--- config.mk ---
export PLATFORM = sky130hd
export DESIGN_NAME = varredura_display_bcd
export DESIGN_NICKNAME = d
export VERILOG_FILES = /design/src/rtl/varredura_display_bcd_pkg.sv /design/src/rtl/varredura_display_bcd_decodificador.sv /design/src/rtl/varredura_display_bcd.sv
export SDC_FILE = /design/constraint.sdc
export NUM_CORES = 1
export LEC_CHECK = 0
export BUFFER_PORTS_ARGS = -buffer_cell sky130_fd_sc_hd__buf_2
export CAP_MARGIN = 10
export CORE_UTILIZATION = 25
export CTS_CLUSTER_SIZE = 30
export DETAILED_ROUTE_END_ITERATION = 8
export PLACE_DENSITY = 0.38
export SETUP_SLACK_MARGIN = 0.3
export SKIP_LAST_GASP = 1
export SYNTH_ARGS = -nofsm -noshare
export SYNTH_HDL_FRONTEND = slang
export SYNTH_SLANG_ARGS = --single-unit
--- constraint.sdc ---
create_clock -name i_clock -period 2.2 [get_ports i_clock]
set_input_delay 0.11 -clock i_clock [delete_from_list [all_inputs] [get_ports i_clock]]
set_output_delay 0.11 -clock i_clock [all_outputs]
set_load 0.01 [all_outputs]
--- src/rtl/varredura_display_bcd_pkg.sv ---
// -----------------------------------------------------------------------------
// pkg_display
// Shared definitions for the 4-digit multiplexed 7-segment driver:
//   - active-low segment patterns {g,f,e,d,c,b,a}
//   - 2-bit digit index encoding (bit0 of the anodes = units ... bit3 = sign)
//   - glyph-select enum used between the top and the decoder
// -----------------------------------------------------------------------------
package pkg_display;

    localparam logic [6:0] SEG_BRANCO = 7'h7F;
    localparam logic [6:0] SEG_MENOS  = 7'h3F;
    localparam logic [6:0] SEG_E      = 7'h06;
    localparam logic [6:0] SEG_R      = 7'h2F;
    localparam logic [6:0] SEG_O      = 7'h23;

    typedef enum logic [1:0] {
        IDX_UNIDADES = 2'd0,
        IDX_DEZENAS  = 2'd1,
        IDX_CENTENAS = 2'd2,
        IDX_SINAL    = 2'd3
    } indice_t;

    typedef enum logic [2:0] {
        DIGITO,
        BRANCO,
        MENOS,
        LETRA_E,
        LETRA_R,
        LETRA_O
    } glifo_t;

    // Decimal digit pattern; a non-BCD value falls back to '-'.
    function automatic logic [6:0] seg_digito(input logic [3:0] valor);
        logic [6:0] seg;
        case (valor)
            4'd0:    seg = 7'h40;
            4'd1:    seg = 7'h79;
            4'd2:    seg = 7'h24;
            4'd3:    seg = 7'h30;
            4'd4:    seg = 7'h19;
            4'd5:    seg = 7'h12;
            4'd6:    seg = 7'h02;
            4'd7:    seg = 7'h78;
            4'd8:    seg = 7'h00;
            4'd9:    seg = 7'h10;
            default: seg = SEG_MENOS;
        endcase
        return seg;
    endfunction

endpackage

--- src/rtl/varredura_display_bcd_decodificador.sv ---
// -----------------------------------------------------------------------------
// decodificador_7seg
// Combinational glyph decoder.
//   i_glifo      glyph to draw (digit, blank, minus, or a letter of "Erro")
//   i_valor      BCD value, only used when i_glifo = DIGITO
//   o_segmentos  active-low pattern {g,f,e,d,c,b,a}
// -----------------------------------------------------------------------------
module decodificador_7seg
    import pkg_display::*;
(
    input  glifo_t       i_glifo,
    input  logic [3:0]   i_valor,
    output logic [6:0]   o_segmentos
);

    always_comb begin
        o_segmentos = SEG_BRANCO;
        case (i_glifo)
            DIGITO:  o_segmentos = seg_digito(i_valor);
            MENOS:   o_segmentos = SEG_MENOS;
            LETRA_E: o_segmentos = SEG_E;
            LETRA_R: o_segmentos = SEG_R;
            LETRA_O: o_segmentos = SEG_O;
            default: o_segmentos = SEG_BRANCO;
        endcase
    end

endmodule

--- src/rtl/varredura_display_bcd.sv ---
// -----------------------------------------------------------------------------
// varredura_display_bcd
// Time-multiplexed driver for a 4-digit common-anode 7-segment display.
// Captures BCD hundreds/tens/units plus sign and error flags on i_carregar and
// scans them out with leading-zero blanking, a minus sign and an "Erro" text.
//   i_clock      system clock (rising edge)
//   i_reset      synchronous active-high reset
//   i_carregar   load strobe for all data inputs
//   i_centenas / i_dezenas / i_unidades   BCD digits
//   i_negativo   result is negative
//   i_erro       overflow / invalid operation, overrides the digits
//   o_segmentos  active-low {g,f,e,d,c,b,a}
//   o_anodos     active-low digit enables, bit0 = units ... bit3 = sign
//   o_quadro     one-cycle pulse at each frame wrap
// Every output is registered from (index, slot counter, shadows).
// -----------------------------------------------------------------------------
module varredura_display_bcd
    import pkg_display::*;
#(
    parameter int DIV_REFRESH = 50000,
    parameter int TEMPO_MORTO = 500
) (
    input  logic        i_clock,
    input  logic        i_reset,
    input  logic        i_carregar,
    input  logic [3:0]  i_centenas,
    input  logic [3:0]  i_dezenas,
    input  logic [3:0]  i_unidades,
    input  logic        i_negativo,
    input  logic        i_erro,
    output logic [6:0]  o_segmentos,
    output logic [3:0]  o_anodos,
    output logic        o_quadro
);

    localparam int             CW       = $clog2(DIV_REFRESH);
    localparam logic [CW-1:0]  CONT_MAX = CW'(DIV_REFRESH - 1);

    logic [CW-1:0] r_cont;
    indice_t       r_indice;
    logic          r_fim_quadro;
    logic [3:0]    r_centenas;
    logic [3:0]    r_dezenas;
    logic [3:0]    r_unidades;
    logic          r_negativo;
    logic          r_erro;

    logic          w_fim_slot;
    logic          w_branco;
    glifo_t        w_glifo;
    logic [3:0]    w_valor;
    logic [6:0]    w_seg;

    assign w_fim_slot = (r_cont == CONT_MAX);
    assign w_branco   = (32'(r_cont) < TEMPO_MORTO);

    // Slot counter, digit index and frame-wrap marker
    always_ff @(posedge i_clock) begin
        if (i_reset) begin
            r_cont       <= '0;
            r_indice     <= IDX_UNIDADES;
            r_fim_quadro <= 1'b0;
        end else begin
            // Marks that the state about to be entered is the first slot of a
            // new frame; it reaches the pin together with that slot's first output.
            r_fim_quadro <= w_fim_slot && (r_indice == IDX_SINAL);
            if (w_fim_slot) begin
                r_cont   <= '0;
                r_indice <= indice_t'(r_indice + 2'd1);
            end else begin
                r_cont <= r_cont + 1'b1;
            end
        end
    end

    // Shadow registers
    always_ff @(posedge i_clock) begin
        if (i_reset) begin
            r_centenas <= '0;
            r_dezenas  <= '0;
            r_unidades <= '0;
            r_negativo <= 1'b0;
            r_erro     <= 1'b0;
        end else if (i_carregar) begin
            r_centenas <= i_centenas;
            r_dezenas  <= i_dezenas;
            r_unidades <= i_unidades;
            r_negativo <= i_negativo;
            r_erro     <= i_erro;
        end
    end

    // Glyph selection for the digit currently being scanned
    always_comb begin
        w_glifo = BRANCO;
        w_valor = 4'd0;
        if (r_erro) begin
            case (r_indice)
                IDX_SINAL:    w_glifo = LETRA_E;
                IDX_CENTENAS: w_glifo = LETRA_R;
                IDX_DEZENAS:  w_glifo = LETRA_R;
                default:      w_glifo = LETRA_O;
            endcase
        end else begin
            case (r_indice)
                IDX_SINAL: w_glifo = r_negativo ? MENOS : BRANCO;
                IDX_CENTENAS: begin
                    w_valor = r_centenas;
                    w_glifo = (r_centenas == 4'd0) ? BRANCO : DIGITO;
                end
                IDX_DEZENAS: begin
                    // An invalid (>9) hundreds nibble is nonzero, so tens stay lit.
                    w_valor = r_dezenas;
                    w_glifo = (r_centenas == 4'd0 && r_dezenas == 4'd0) ? BRANCO : DIGITO;
                end
                default: begin
                    w_valor = r_unidades;
                    w_glifo = DIGITO;
                end
            endcase
            // Non-BCD nibble: '-' in its own position
            if (w_glifo == DIGITO && w_valor > 4'd9) begin
                w_glifo = MENOS;
            end
        end
    end

    decodificador_7seg u_decodificador (
        .i_glifo     (w_glifo),
        .i_valor     (w_valor),
        .o_segmentos (w_seg)
    );

    // Output registers
    always_ff @(posedge i_clock) begin
        if (i_reset) begin
            o_anodos    <= 4'b1111;
            o_segmentos <= SEG_BRANCO;
            o_quadro    <= 1'b0;
        end else begin
            o_anodos    <= w_branco ? 4'b1111 : ~(4'b0001 << r_indice);
            o_segmentos <= w_branco ? SEG_BRANCO : w_seg;
            o_quadro    <= r_fim_quadro;
        end
    end

endmodule

[Word level (Yosys, flattened, before mapping)]
Memory sizes are Yosys's and may differ from the RTL's.
Index checks and enable logic that the tools add are counted.
Storage, ports and cells
  flip-flop bits (word level): 45
  memory bits (read-only): 112
  input bits: 17
  word-level logic and storage cells: 48
  memories: 1
Memory list
  (name not given): words 16, width 7, read ports 1, clocked after Yosys merged registers in 0, write ports 0, RTL line varredura_display_bcd_pkg.sv:35  | case (valor)
Operators by class
  $add $sub $neg: 2
  magnitude comparators: 2
  equal/unequal tests: 8
  shifts and indexed selects: 1
  muxes and demuxes: 12
  bitwise operators: 1
  reduce and logical (&&, ||, !) cells: 10
Operators with widths (number)
  $pmux W7 S5: 1
  $add A16 B1 Y16 const B: 1
  $eq A16 B16 Y1 const B: 1
  $lt A16 B9 Y1 const B: 1
  $pmux W4 S3: 1
  $mux W3: 3
  $logic_not A4 Y1: 2
  $mux W4: 2
  $eq A3 B2 Y1 const B: 2
  $eq A3 B3 Y1 const B: 2
  $logic_not A3 Y1: 2
  $pmux W2 S3: 1
  $pmux W3 S2: 1
  $reduce_or A2 Y1: 3
  $eq A2 B2 Y1 const B: 2
  $gt A4 B4 Y1 const B: 1
  $not A4 Y4: 1
  $shl A1 B2 Y4 const A: 1
  $logic_and A1 B1 Y1: 3
  $add A2 B1 Y2 const B: 1
  $eq A2 B1 Y1 const B: 1
  $mux W1: 2
  $mux W2: 1

[Logic depth before layout (Yosys ltp)]
  depth after elaboration: 11
  mapped depth: 13
  gate-level depth less buffers: 12

[By module]
A second synthesis with hierarchy kept.
Unflattened totals
  cell total of the unflattened synthesis: 248
  area, all modules: 2225.9 µm²
Modules (own cells, without submodules)
  varredura_display_bcd: times used 1, cells an instance 202, area each 1918.1 µm², sequential area each 900.9 µm²
  decodificador_7seg: times used 1, cells an instance 46, area each 307.8 µm², sequential area each 0.0 µm²

[Worst setup path before layout]
Ideal clock, no wire load.
  kind: register -> register
  start point: reg r_indice[0]
  end point: reg o_segmentos[3]
  library setup time: 137 ps
  data arrival time: 2312 ps
  path slack: -249 ps
  stages on the path, launching flop included: 11
  path buffers: 1
  clock period less this slack: 2449 ps
  cells stage by stage: dfxtp_1 > inv_1 > ha_1 > buf_6 > a221o_1 > o21ai_2 > or2_2 > ha_1 > or4_1 > nand3_1 > o2111ai_1
Between the ends
  word-level cells in the longest chain between the ends: 9
  elaborated cells between the ends (all ways): 22
  those cells by class: order compare: 1; eq/ne: 7; mux: 9; reduce/logical: 4; memory: 1
RTL lines
  from (decl): RTL line varredura_display_bcd.sv:40  | indice_t r_indice;
  from (signal assigned): RTL line varredura_display_bcd.sv:69  | r_indice <= indice_t'(r_indice + 2'd1);
  $eq A2 B1 Y1 or $eq A2 B2 Y1 (tied branches): RTL line varredura_display_bcd.sv:98, varredura_display_bcd.sv:105
  $pmux W4 S3 or $pmux W2 S3 (tied branches): RTL line varredura_display_bcd.sv:105  | case (r_indice)
  $mux W4 or $mux W3 (tied branches): RTL line varredura_display_bcd.sv:97  | if (r_erro) begin
  $gt A4 B4 Y1 or $logic_not A3 Y1 (tied branches): RTL line varredura_display_bcd.sv:122  | if (w_glifo == DIGITO && w_valor > 4'd9) begin
  $logic_and A1 B1 Y1: RTL line varredura_display_bcd.sv:122
  $mux W3: RTL line varredura_display_bcd.sv:122
  $mux W3: RTL line varredura_display_bcd.sv:97
  $eq A3 B3 Y1, or another cell as far along: RTL line varredura_display_bcd_decodificador.sv:18  | case (i_glifo)
  $pmux W7 S5 *: RTL line varredura_display_bcd_decodificador.sv:18
  to (signal assigned): RTL line varredura_display_bcd.sv:142  | o_segmentos <= w_branco ? SEG_BRANCO : w_seg;
  to (decl): RTL line varredura_display_bcd.sv:31  | output logic [6:0] o_segmentos,
Mark *: on every way between the ends. The rest lies on a longest branch, timed or not. The select of a mux whose other input is x is not followed.
A chain may end at the register's enable or synchronous reset.

[Final worst setup path]
  start point: reg r_indice[1]
  end point: reg o_segmentos[0]
The elaborated chain is that of the path after synthesis.

==> results by group <==
Timing
  • Top achievable clock speed: about 0.46 GHz
  • RSZ-0062 raised after global routing: yes
  • Pins Over Slew Limit: 0
  • Hold Slack: 0.0383 ns
  • # setup viols final: 0
  • Final setup skew: 0.00887 ns
  • Worst setup margin: 0.0268 ns
  • Worst-Margin Slew: roughly 0.58 ns
  • Tmin final: 2.17 ns
  • Crit share post-route: 98.8%
  • Max_slew headroom: 61.2%
  • Final hold viol count: 0

Yosys
  • Top-count cell post-synth: dfxtp_1
  • Primary FF master, synth: dfxtp_1
  • Synth Instances: 250
  • Syn_nets: 280
  • Synth warnings: 0
  • Synth top area cells: dfxtp_1, ha_1, mux2i_1, nor2_1, xor2_1
  • Post-synth EDFFs: 0
  • Count of different cell masters after synthesis: 53
  • Post-Synthesis Cell Area: around 0.0023 mm²
  • Area leader, netlist: dfxtp_1
  • Mean Syn Cell Area: 9.14 µm²
  • #FFs+latches synth: 45
  • Commonest cells in the netlist: dfxtp_1, nor2_1, mux2i_1
  • Register area share after synthesis: about two fifths
  • Top-area cell type share of the netlist area: between 30% and 40%
  • FFs w/ async S/R, synth: 0%

Drt
  • Detailed Route Iter0 Violations: 90
  • Drt total wl: 5.67 mm
  • Vias: 1913
  • DRC Markers: 2
  • Antenna Nets Post-Route: 0
  • Vias/cell: 4.69
  • DRT Pass-1 Iters: 6
  • Drt wl/cell: 13.9 µm

Worst setup path
  • Crit Path Class: reg -> reg
  • Buffers and inverters on the worst path: 2
  • Worst setup startpoint: r_indice[1]$_SDFFE_PP0N_
  • CP peak stage delay: approximately 0.46 ns
  • Critical Path End Type: register
  • CP top delay family: simple AND/OR/NAND/NOR gates
  • CP max stage cell: or4_1
  • RR Startpoint: r_indice[1]$_SDFFE_PP0N_
  • Crit-path max FO: 4
  • CP Cell Sequence: inv_4 > ha_4 > a221o_1 > o21ai_2 > or2_4 > buf_4 > ha_4 > or4_1 > nand3_1 > nand4b_1
  • Worst setup SP type: register
  • Crit path DAT: 2.35 ns
  • Most frequent CP cell: ha_4
  • WP data required: 2.38 ns

Pwr
  • Power Density: 566 mW/mm²
  • Total power draw: 1700 µW
  • Clock group share of total power: 39.2%
  • Total net switching power: 410 µW
  • Internal power: approximately 1300 µW
  • Maximum vdd drop: 244 µV
  • Leak: ~0.0012 µW
  • Reg power frac: 50.5%
  • Combinational power share: 10.4%
  • Switch share: 24.2%

Floorplan
  • DIE WIDTH: 97.6 µm
  • Starting Density: 26.0%
  • Die H: 97.6 µm
  • Die area: 0.00953 mm²
  • Num rows: 34
  • I/O Pins: 29
  • Core box area: between 0.008 and 0.009 mm²

Run
  • Max-Cap Viols: 0

Clocking
  • CTS root buffer: clkbuf_8
  • CTS tree: done
  • Clock insertion delay at the later pin of the skew report: 0.30 ns
  • Clock Sinks: 45
  • Clock slew at reported path FFs: 0.09 ns
  • CTS Hold Bufs: 0
  • CTS H-tree lvls: 2
  • CTS Buffer Depth: 2
  • CTS Buf Count: 5

Place
  • Post-DP HPWL: 4.24 mm
  • Input/output buffers: 28
  • RD Place Congestion: 0.732
  • Place WS: -0.00752 ns

Final layout
  • Share of layout cells above drive strength 1: 32.7%
  • Final Net Count: 329
  • N_diodes: 0
  • Layout area overhead: 31.2%
  • Fillcell total: 923

GRT
  • Largest net degree at the start of global routing: 21
  • GR Overflow Total: 0
  • First-pass GRT wire length: 9.42 mm
  • Initial antenna violation count: 0
  • Vias in the first global route: 1817
  • Total track usage: 12.6%

Run status
  • Violated checks: design-rule violations
  • Status: complete, but fails checks

Worst hold path
  • HP Class: in -> reg
  • Hold Startpoint: i_unidades[2]
-- power groups by stage --
stage | clock [µW] | combinational, µW | sequential, µW
CTS | 687 | 166 | 856
detailed placement | 0 | 156 | 874
floorplan | 0 | 113 | 863
finish | 665 | 176 | 856
global placement | 0 | 157 | 875
global route | 730 | 194 | 860
-- worst min-delay path, cell delays in order --
cell,delay (ns)
buf_2,0.07
mux2i_1,0.05
nor2_1,0.07
-- path summary, 6_finish.rpt --
| check | endpoint | slack (ns) | cells after the start |
|---|---|---|---|
| setup / recovery | o_segmentos[0]$_SDFF_PP1_ | 0.03 | 10 |
| hold / removal | r_unidades[2]$_SDFFE_PP0P_ | 0.04 | 3 |
| setup reg to reg | o_segmentos[0]$_SDFF_PP1_ | 0.03 | 10 |
| hold reg to reg | o_quadro$_SDFF_PP0_ | 0.47 | 1 |
-- metrics by stage --
| step | instance area, µm² | cells | utilization, % | setup TNS [ns] |
|---|---|---|---|---|
| floorplan | 2350 | 250 | - | -0.0124 |
| global placement | 2690 | 392 | 30.6 | -0.0428 |
| detailed placement | 2690 | 392 | 30.6 | -0.00752 |
| CTS | 2910 | 405 | 33.1 | 0 |
| global route | 3000 | 408 | 34.1 | -0.296 |
| finish | 3000 | 408 | 34.1 | 0 |
-- cell families (layout without fill, tap and decap cells) --
logic type | Yosys count | after routing | synth area share [%]
adders and majority gates | 13 | 13 | 7.12
DFF | 45 | 45 | 39.4
buffers and inverters | 22 | 72 | 4.60
muxes | 16 | 16 | 7.01
AOI/OAI and AO/OA | 34 | 34 | 12.5
xor gates and xnor gates | 15 | 15 | 5.75
and+or+nand+nor | 105 | 105 | 23.6
-- sequential cells by signal (all words and copies together) (netlist names) --
register      flops
r_negativo        1
r_indice          2
r_erro            1
r_fim_quadro      1
r_centenas        4
o_anodos          4
r_cont           16
o_segmentos       7
r_dezenas         4
r_unidades        4
o_quadro          1
-- layout make-up --
| cell class | instances | area (µm²) | area share (%) |
|---|---|---|---|
| sequential | 45 | 908 | 30.3 |
| clock buffer | 7 | 86.3 | 2.88 |
| tap | 108 | 135 | 4.51 |
| timing repair buffer | 54 | 350 | 11.7 |
| multi-input combinational | 183 | 1440 | 48.1 |
| inverter | 10 | 45.0 | 1.50 |
| clock inverter | 1 | 30.0 | 1.00 |
-- placed cells by master (no fill, tap or decap), types with 3 or more instances in the layout --
cell	n
clkbuf_8	6
and3_1	4
ha_1	5
dfxtp_1	43
xnor2_1	6
xor2_1	9
a221o_1	4
o21ai_0	3
nor2_1	37
or4_1	4
buf_2	28
buf_4	22
nor3_1	5
inv_4	3
nand4_1	3
nand3_1	14
mux2i_1	16
nor2b_1	4
nand2_1	12
buf_6	4
ha_4	7
inv_1	4
-- metal layers --
metal / GRT usage [%] / wire length, µm
met4: 3.85 / 66
met5: 0 / 0
met1: 17.2 / 2910
met2: 19.6 / 2490
met3: 2.88 / 199
-- repair_timing --
action                                  in CTS  in global routing
gates cloned                                 0                  0
endpoints found under the setup margin       7                 20
pin swaps                                    6                 10
resized for setup                           13                 15
buffers inserted                             5                  3
Power figures use the tool's default switching activity.
